===== src/rtl/mul_result_unit_if.sv =====
// Product capture and result-bus signals shared between the multiplier side,
// the result unit and its consumer.
interface mul_result_if;
  logic [66:0] prod_in;
  logic        prod_valid;
  logic [31:0] out_data;
  logic        out_valid;
  logic        out_ready;
  logic        out_last;
  logic        out_ovf;
  logic        out_sext_err;

  modport slave (
    input  prod_in, prod_valid, out_ready,
    output out_data, out_valid, out_last, out_ovf, out_sext_err
  );

  modport master (
    output prod_in, prod_valid, out_ready,
    input  out_data, out_valid, out_last, out_ovf, out_sext_err
  );
endinterface


===== src/rtl/mul_result_unit.sv =====
// Queues 67-bit Booth multiplier products and streams each as two 32-bit beats
// (low word, then high word) with overflow / sign-extension flags.
module mul_result_unit #(
  parameter int DEPTH = 2
) (
  input  logic        i_clk,
  input  logic        i_rst,
  input  logic        i_clr_err,
  output logic        o_full,
  output logic        o_drop_err,
  mul_result_if.slave bus
);
  localparam int AW = $clog2(DEPTH);
  localparam logic [AW:0] CNT_DEPTH = (AW+1)'(DEPTH);
  localparam logic [AW:0] CNT_ONE   = (AW+1)'(1);
  localparam logic [AW:0] CNT_TWO   = (AW+1)'(2);

  typedef struct packed {
    logic [63:0] res;
    logic        ovf;
    logic        sext;
  } entry_t;

  typedef enum logic [1:0] {S_IDLE, S_LO, S_HI} state_t;

  entry_t        r_mem [DEPTH];
  logic [AW-1:0] r_wr_ptr;
  logic [AW-1:0] r_rd_ptr;
  logic [AW:0]   r_count;
  state_t        r_state;
  logic [31:0]   r_out_data;
  logic          r_out_valid;
  logic          r_out_last;
  logic          r_out_ovf;
  logic          r_out_sext;
  logic          r_full;
  logic          r_drop_err;

  entry_t        w_new;
  entry_t        w_head;
  entry_t        w_nh;
  logic          w_pop;
  logic          w_push;
  logic          w_drop;
  logic [AW:0]   w_count_next;
  logic [AW-1:0] w_nh_idx;
  logic          w_nh_stored;

  always_comb begin
    w_new.res  = bus.prod_in[63:0];
    w_new.ovf  = ~((&bus.prod_in[63:31]) | ~(|bus.prod_in[63:31]));
    w_new.sext = bus.prod_in[66:64] != {3{bus.prod_in[63]}};
  end

  assign w_pop  = r_out_valid & bus.out_ready & r_out_last;
  assign w_push = bus.prod_valid & ((r_count < CNT_DEPTH) | w_pop);
  assign w_drop = bus.prod_valid & ~w_push;

  always_comb begin
    w_count_next = r_count;
    case ({w_push, w_pop})
      2'b10:   w_count_next = r_count + CNT_ONE;
      2'b01:   w_count_next = r_count - CNT_ONE;
      default: w_count_next = r_count;
    endcase
  end

  // Head after this edge: may be the product being captured right now when
  // the queue holds nothing else, which gives single-cycle latency.
  assign w_head      = r_mem[r_rd_ptr];
  assign w_nh_idx    = w_pop ? r_rd_ptr + AW'(1) : r_rd_ptr;
  assign w_nh_stored = w_pop ? (r_count >= CNT_TWO) : (r_count >= CNT_ONE);
  assign w_nh        = w_nh_stored ? r_mem[w_nh_idx] : w_new;

  always_ff @(posedge i_clk) begin
    if (w_push) r_mem[r_wr_ptr] <= w_new;
  end

  always_ff @(posedge i_clk or posedge i_rst) begin
    if (i_rst) begin
      r_wr_ptr    <= '0;
      r_rd_ptr    <= '0;
      r_count     <= '0;
      r_state     <= S_IDLE;
      r_out_data  <= '0;
      r_out_valid <= 1'b0;
      r_out_last  <= 1'b0;
      r_out_ovf   <= 1'b0;
      r_out_sext  <= 1'b0;
      r_full      <= 1'b0;
      r_drop_err  <= 1'b0;
    end else begin
      if (w_push) r_wr_ptr <= r_wr_ptr + AW'(1);
      if (w_pop)  r_rd_ptr <= r_rd_ptr + AW'(1);
      r_count <= w_count_next;
      r_full  <= (w_count_next == CNT_DEPTH);

      if (w_drop)         r_drop_err <= 1'b1;
      else if (i_clr_err) r_drop_err <= 1'b0;

      case (r_state)
        S_IDLE: begin
          if (w_count_next != '0) begin
            r_state     <= S_LO;
            r_out_valid <= 1'b1;
            r_out_data  <= w_nh.res[31:0];
            r_out_last  <= 1'b0;
            r_out_ovf   <= w_nh.ovf;
            r_out_sext  <= w_nh.sext;
          end
        end
        S_LO: begin
          if (bus.out_ready) begin
            r_state    <= S_HI;
            r_out_data <= w_head.res[63:32];
            r_out_last <= 1'b1;
          end
        end
        S_HI: begin
          if (bus.out_ready) begin
            if (w_count_next != '0) begin
              r_state    <= S_LO;
              r_out_data <= w_nh.res[31:0];
              r_out_last <= 1'b0;
              r_out_ovf  <= w_nh.ovf;
              r_out_sext <= w_nh.sext;
            end else begin
              r_state     <= S_IDLE;
              r_out_valid <= 1'b0;
              r_out_data  <= '0;
              r_out_last  <= 1'b0;
              r_out_ovf   <= 1'b0;
              r_out_sext  <= 1'b0;
            end
          end
        end
        default: begin
          r_state     <= S_IDLE;
          r_out_valid <= 1'b0;
          r_out_last  <= 1'b0;
        end
      endcase
    end
  end

  assign bus.out_data     = r_out_data;
  assign bus.out_valid    = r_out_valid;
  assign bus.out_last     = r_out_last;
  assign bus.out_ovf      = r_out_ovf;
  assign bus.out_sext_err = r_out_sext;
  assign o_full           = r_full;
  assign o_drop_err       = r_drop_err;
endmodule


===== src/flat_wrapper.sv =====
// flat-port wrapper written by rule: the top's interface ports become plain ports
module mul_result_unit_flat 
#(
  parameter int DEPTH = 2
)
  (i_clk, i_rst, i_clr_err, o_full, o_drop_err, bus_prod_in, bus_prod_valid, bus_out_ready, bus_out_data, bus_out_valid, bus_out_last, bus_out_ovf, bus_out_sext_err);
  mul_result_if bus_i ();
  input  logic i_clk;
  input  logic i_rst;
  input  logic i_clr_err;
  output logic o_full;
  output logic o_drop_err;
  input wire logic [$bits(bus_i.prod_in)-1:0] bus_prod_in;
  input wire logic [$bits(bus_i.prod_valid)-1:0] bus_prod_valid;
  input wire logic [$bits(bus_i.out_ready)-1:0] bus_out_ready;
  output wire logic [$bits(bus_i.out_data)-1:0] bus_out_data;
  output wire logic [$bits(bus_i.out_valid)-1:0] bus_out_valid;
  output wire logic [$bits(bus_i.out_last)-1:0] bus_out_last;
  output wire logic [$bits(bus_i.out_ovf)-1:0] bus_out_ovf;
  output wire logic [$bits(bus_i.out_sext_err)-1:0] bus_out_sext_err;
  assign bus_i.prod_in = bus_prod_in;
  assign bus_i.prod_valid = bus_prod_valid;
  assign bus_i.out_ready = bus_out_ready;
  assign bus_out_data = bus_i.out_data;
  assign bus_out_valid = bus_i.out_valid;
  assign bus_out_last = bus_i.out_last;
  assign bus_out_ovf = bus_i.out_ovf;
  assign bus_out_sext_err = bus_i.out_sext_err;
  mul_result_unit #(.DEPTH(DEPTH)) u_core (.i_clk(i_clk), .i_rst(i_rst), .i_clr_err(i_clr_err), .o_full(o_full), .o_drop_err(o_drop_err), .bus(bus_i));
endmodule

===== config.mk =====
export PLATFORM = sky130hd
export DESIGN_NAME = mul_result_unit_flat
export DESIGN_NICKNAME = d
export VERILOG_FILES = /design/src/rtl/mul_result_unit_if.sv /design/src/rtl/mul_result_unit.sv /design/src/flat_wrapper.sv
export SDC_FILE = /design/constraint.sdc
export NUM_CORES = 1
export LEC_CHECK = 0
export BUFFER_PORTS_ARGS = -buffer_cell sky130_fd_sc_hd__buf_2
export CORE_MARGIN = 5
export CORE_UTILIZATION = 51
export DETAILED_ROUTE_END_ITERATION = 12
export PLACE_DENSITY_LB_ADDON = 0.3
export SYNTH_ARGS = -nofsm -noshare
export SYNTH_HDL_FRONTEND = slang
export SYNTH_SLANG_ARGS = --single-unit

===== constraint.sdc =====
create_clock -name i_clk -period 3.85 [get_ports i_clk]
set_input_delay 0.1925 -clock i_clk [delete_from_list [all_inputs] [get_ports i_clk]]
set_output_delay 0.1925 -clock i_clk [all_outputs]
set_load 0.02 [all_outputs]

# --- Yosys cells after proc, flatten, opt, wreduce, memory -nomap -nowiden ---
# Memories as Yosys holds them, arrays and structs flattened.
# Cells that the tools add are included.
totals:
  register_bits: 44
  latchBits: 0
  mem_bits_rw: 132
  mem_bits_ro: 0
  inputBits: 72
  out_inout_bits: 38
  word_cells: 84
  n_memories: 1
memory_table:
  columns: ["memory", "words", "word_bits", "read_ports", "rd_ports_with_merged_regs", "write_ports", "line_no", "text"]
  rows:
  - ["u_core.r_mem", 2, 66, 2, 0, 1, "mul_result_unit.sv:26", "entry_t r_mem [DEPTH];"]
op_classes:
  addsub: 4
  mul: 0
  n_div: 0
  order_cmp: 3
  n_eq_ne: 10
  shift: 0
  mux: 34
  bitwise: 10
  n_reduce_logical: 11
op_table:
  columns: ["op", "count"]
  rows:
  - ["$mux 32", 4]
  - ["$pmux 32 s3", 1]
  - ["$mux 34", 1]
  - ["$reduce_and 33->1", 1]
  - ["$reduce_or 33->1", 1]
  - ["$mux 1", 19]
  - ["$reduce_and 4->1", 2]
  - ["$eq 2x2->1 const B", 3]
  - ["$mux 2", 3]
  - ["$ne 2x2->1 const B", 3]
  - ["$pmux 1 s3", 2]
  - ["$pmux 2 s3", 1]
  - ["$reduce_and 3->1", 2]
  - ["$reduce_bool 2->1", 3]
  - ["$and 1x1->1", 4]
  - ["$eq 2x1->1 const B", 2]
  - ["$not 1->1", 4]
  - ["$pmux 1 s2", 2]
  - ["$pmux 2 s2", 1]
  - ["$ne 3x3->1", 1]
  - ["$reduce_bool 3->1", 1]
  - ["$add 1x1->1 const B", 2]
  - ["$add 2x1->2 const B", 1]
  - ["$ge 2x1->1 const B", 1]
  - ["other kinds (6)", 7]

# --- Logic depth before layout (Yosys ltp) ---
logic_depth:
  word_depth: 10
  mapped_depth: 10
  depth_no_buf: 7

# --- Least setup slack after synthesis ---
# No wires, ideal clock.
synth_timing:
  kind: "reg2reg"
  from: "register u_core.r_out_last (netlist: u_core.bus.out_last)"
  to: "memory u_core.r_mem[0][0] (netlist bit) (enable)"
  setup_time_ns: 0.490
  arrival_time_ns: 3.891
  required_time_ns: 3.360
  path_slack_ns: -0.532
  stages_incl_launch_ff: 6
  path_buffers: 1
  synth_period_minus_slack_ns: 4.382
  cell_sequence: "dfrtp_1 -> buf_2 -> nand3_1 -> nand2_1 -> nand2_1 -> nor2_1"
synth_via:
  elab_chain_len: 5
synth_rtl:
  columns: ["element", "line_no", "text"]
  rows:
  - ["start: declaration", "mul_result_unit.sv:33", "logic r_out_last;"]
  - ["start signal: assignment", "mul_result_unit.sv:87", "r_out_last <= 1'b0;"]
  - ["start signal: assignment", "mul_result_unit.sv:107", "r_out_last <= 1'b0;"]
  - ["start signal: assignment", "mul_result_unit.sv:116", "r_out_last <= 1'b1;"]
  - ["$and 1x1->1", "mul_result_unit.sv:55", "assign w_pop = r_out_valid & bus.out_ready & r_out_last;"]
  - ["$or 1x1->1", "mul_result_unit.sv:56", "assign w_push = bus.prod_valid & ((r_count < CNT_DEPTH) | w_pop);"]
  - ["$and 1x1->1", "mul_result_unit.sv:56", null]
  - ["$mux 1", "mul_result_unit.sv:76", "if (w_push) r_mem[r_wr_ptr] <= w_new;"]
  - ["$mux 1 (implied by the code)", "mul_result_unit.sv:76", null]
  - ["end: declaration", "mul_result_unit.sv:26", null]
# No other way between the ends.

# --- Worst setup path in the final report ---
layout_timing:
  from: "register u_core.r_out_last (netlist: u_core.bus.out_last)"
  to: "register u_core.r_out_data[2] (netlist: u_core.bus.out_data[2])"
layout_via:
  elab_chain_len: 9
  word_cells_on_any_way: 17
  classes_between: "eq/ne: 3; mux: 8; bitwise: 3; reduce/logical: 2; memory: 1"
layout_rtl:
  columns: ["element", "line_no", "text"]
  rows:
  - ["$and 1x1->1 (*)", "mul_result_unit.sv:55", null]
  - ["$or 1x1->1", "mul_result_unit.sv:56", null]
  - ["$and 1x1->1", "mul_result_unit.sv:56", null]
  - ["$eq 2x1->1 / $eq 2x2->1 (equally long branches)", "mul_result_unit.sv:61", "case ({w_push, w_pop})"]
  - ["$pmux 2 s2", "mul_result_unit.sv:61", null]
  - ["$reduce_bool 2->1", "mul_result_unit.sv:103, mul_result_unit.sv:121", null]
  - ["$mux 32", "mul_result_unit.sv:121", "if (w_count_next != '0) begin"]
  - ["$mux 32", "mul_result_unit.sv:120", "if (bus.out_ready) begin"]
  - ["$pmux 32 s3", "mul_result_unit.sv:101", "case (r_state)"]
  - ["end signal: assignment", "mul_result_unit.sv:106", "r_out_data <= w_nh.res[31:0];"]
  - ["end signal: assignment", "mul_result_unit.sv:115", "r_out_data <= w_head.res[63:32];"]
  - ["end signal: assignment", "mul_result_unit.sv:123", "r_out_data <= w_nh.res[31:0];"]
  - ["end: declaration", "mul_result_unit.sv:31", "logic [31:0] r_out_data;"]
# Every way passes the cells marked *; elsewhere a longest branch is shown, timed or not. The select of a mux whose other input is x is not followed.
# A chain may end at the register's enable or synchronous reset.

==> results.md <==
- Proportion of synthesized area in mux cells: 5.69%
- Largest family of logic cells by synthesized area: compound AO/OA/AOI/OAI gates
- Register area share after synthesis: 70.5%
- CP Depth: 6
- RSZ-0062 raised after global routing: no
- Post-synthesis area per instance: 14.8 sq um
- Worst EP arrival: 3340 ps
- Placed Instances: 754
- Vias per cell: 5.97
- GR Overflow Total: 0
- RePlAce Congestion: 0.830
- Nets: 731
- Synth top cells by count: 132 x edfxtp_1, 45 x nor2_1, 43 x dfrtp_1
- Synthesis-to-finish area growth: 26.8%
- Slowest cell on the critical path: nand4_1
- Initial antenna violation count: 0
- Final period util: 77.1%
- Flop-to-flop setup slack: 880 ps
- Root buffer cell: clkbuf_16
- Synth area leaders: edfxtp_1 55%, dfrtp_1 15%, mux2_2 5.4%, a221o_1 4.5%, o22ai_1 2.8%
- Largest net degree at the start of global routing: 67
- Achievable Freq: 337 MHz
- Initial core utilization: 51.7%
- Crit path buf inv count: 1
- # clock sinks: 175
- IO buf count: 109
- Post-Synth XOR/XNOR Area: 0.368%
- Num CTS Buffers: 17
- Crit-path max FO: 17
- Global-route wire length before repair: 27400 microns
- Post-Syn Nets: 562
- WP data required: 4220 ps
- TritonCTS clock tree: done
- Clock latency on the worst-skew pair: 430 ps
- Cell type with the largest total area after synthesis: edfxtp_1
- Fraction of registers with async set/reset: 24.6%
- Vias in the first global route: 5082
- Post-synthesis compound-gate area fraction: 10.9%
- Max Root-Sink Buffers: 2
- Top cell type's share of synthesized area: 55.4%
- Crit path capture: u_core.bus.out_data[2]
- Core box area: 13800 sq um
- Status: finished clean
- Distinct cells, synth: 45
- Setup CP Type: flop to flop
- Lkg Pwr: 3.42 nW
- DR WL/cell: 20.7 microns
- Reg2Reg Depth: 6
- Crit-path max cell delay: 670 ps
- DRT iter0 DRCs: 495
- Via count: 5042
- Peak VDD IR: 0.467 mV
- Hold crit path type: input port to flop
- Post-DRT Antenna Nets: 0
- Drc violations: 0
- Worst slew pin tran: 1040 ps
- R2R Path Start: u_core.bus.out_last
- Post-Synth Simple-Gate Area: 8.86%
- Clock slew at the register clock pins of the worst setup and hold paths: 70 ps
- Max Cap Violations: 0
- Skew final: 9.79 ps
- # fillers: 968
- CP Launch Point: u_core.bus.out_last
- Post-layout minimum cycle time: 2970 ps
- Worst R2R End: u_core.bus.out_data[2]
- Cell Area, Synth: 7150 sq um
- Ys Warns: 0
- Crit. End Element: flop
- Die Span X: 128 microns
- Layout cells sized above 1: 28.7%
- Post-detail-place hpwl: 11000 microns
- Setup_tns: 0 ps
- I/O pins: 110
- Gr usage total: 22.0%
- Top-count cell post-synth: edfxtp_1
- Synthesized-area fraction occupied by adder cells: 1.05%
- FP Rows: 43
- Post-CTS setup buffer count: 0
- H-tree lvl count: 4
- Final cell count without fillers: 845
- Final number of setup-violating endpoints: 0
- Power Density: 742 nW/um^2
- Routed WL: 17500 microns
- Cell count after synthesis: 484
- Final hold violations: 0
- #FFs+latches synth: 175
- Die area: 16500 sq um
- Die height: 128 microns
- Top_reg_cell synth: edfxtp_1
- Post-synth EDFFs: 132
- Slew margin rel.: 30.9%
- CP Launch Type: flop
- Slew Viols, Final: 0
- Detailed Routing Iterations Pass 1: 7
- Antenna cells: 0
- CP cell instances: nand3_1 -> a32oi_2 -> nand4_1 -> buf_4 -> nor3_1 -> a221o_1
- Crit-path leading delay family: simple AND/OR/NAND/NOR gates
[metrics by stage]
step / hold WS, ps / setup slack, ps / util, % / area (sq um) / total power, mW
2_1_floorplan: 291 / 572 / - / 7150 / 4.34
3_3_place_gp: 387 / 1080 / 57.1 / 7900 / 4.95
3_5_place_dp: 399 / 946 / 57.1 / 7900 / 5.03
4_1_cts: 1.73 / 885 / 65.5 / 9060 / 6.75
5_1_grt: 6.21 / 647 / 65.6 / 9070 / 7.07
6_report: 12.1 / 880 / 65.6 / 9070 / 6.72
[cell families (layout without fill, tap and decap cells)]
kind of cell,Yosys count,count (layout)
buf+inv,39,220
xor+xnor,3,3
compound gates,97,97
simple gates,128,128
mux,36,36
flops,175,175
fa+ha+maj,6,6
[cell type report]
cell class	instances	area, sq um	share of cell area [%]
multi-input cells	270	1960	21.6
inverters	11	41.3	0.455
clock inverters	9	110	1.21
repair buffers	178	1240	13.7
clock buffers	22	454	5.01
well taps	180	225	2.48
flip-flops and latches	175	5040	55.6
[placed cells by master (no fill, tap or decap), types with 6 or more instances in the layout]
| cell | Yosys | layout |
|---|---|---|
| nor2_1 | 45 | 44 |
| nor4_1 | 8 | 8 |
| ha_1 | 6 | 6 |
| mux2_2 | 34 | 34 |
| o21ai_0 | 8 | 8 |
| nand2_1 | 8 | 8 |
| a221o_1 | 32 | 32 |
| dlygate4sd3_1 | 0 | 60 |
| nor3_1 | 35 | 35 |
| a21oi_1 | 7 | 7 |
| o22ai_1 | 32 | 32 |
| inv_1 | 11 | 10 |
| buf_2 | 4 | 109 |
| edfxtp_1 | 132 | 132 |
| dfrtp_1 | 43 | 43 |
| nand4_1 | 11 | 11 |
| buf_4 | 1 | 7 |
| clkbuf_16 | 0 | 17 |
[worst min-delay path by stage]
| stage | from | endpoint | slack, ps | cells past startpoint |
|---|---|---|---|---|
| 2_1_floorplan | bus_prod_in[8] | u_core.r_mem[0][10] | 290 | 0 |
| 3_3_place_gp | i_clr_err | u_core.o_drop_err | 390 | 2 |
| 3_5_place_dp | i_clr_err | u_core.o_drop_err | 400 | 2 |
| 4_1_cts | bus_prod_in[46] | u_core.r_mem[0][48] | 2 | 1 |
| 5_1_grt | bus_prod_in[35] | u_core.r_mem[0][37] | 6 | 1 |
| 6_report | bus_prod_in[35] | u_core.r_mem[0][37] | 10 | 1 |
[state kept, by name (all words and copies together), names as in the netlist]
| register | flops |
|---|---|
| u_core.r_mem | 132 |
| u_core.bus.out_data | 32 |
| u_core.r_count | 2 |
| u_core.bus.out_last | 1 |
| u_core.bus.out_ovf | 1 |
| u_core.bus.out_sext_err | 1 |
| u_core.bus.out_valid | 1 |
| u_core.o_drop_err | 1 |
| u_core.o_full | 1 |
| u_core.r_rd_ptr | 1 |
| u_core.r_state | 1 |
| u_core.r_wr_ptr | 1 |
[what timing repair did]
action / 4_1_cts / 5_1_grt
endpoints found under the hold margin: 117 / 2
setup endpoints to repair: 0 / 0
hold buffers: 59 / 1
gates resized for setup: 0 / 0
[power breakdown]
part	switching, mW	total [mW]	internal [mW]	leakage (nW)
Sequential	0.220	2.63	2.41	1.73
Clock	0.693	1.66	0.969	0.267
Combinational	1.44	2.43	0.994	1.43
[metal layers]
metal | up-vias | routed length [microns] | track usage [%] | part of all wire [%]
li1 | 2265 | - | - | -
met1 | 2512 | 7480 | 29.6 | 43
met2 | 236 | 8330 | 35.2 | 48
met3 | 29 | 1360 | 5.31 | 7.8
met5 | - | 0 | 0 | 0
met4 | 0 | 305 | 8.05 | 1.7
No activity file was read; power rests on OpenSTA's default activity.
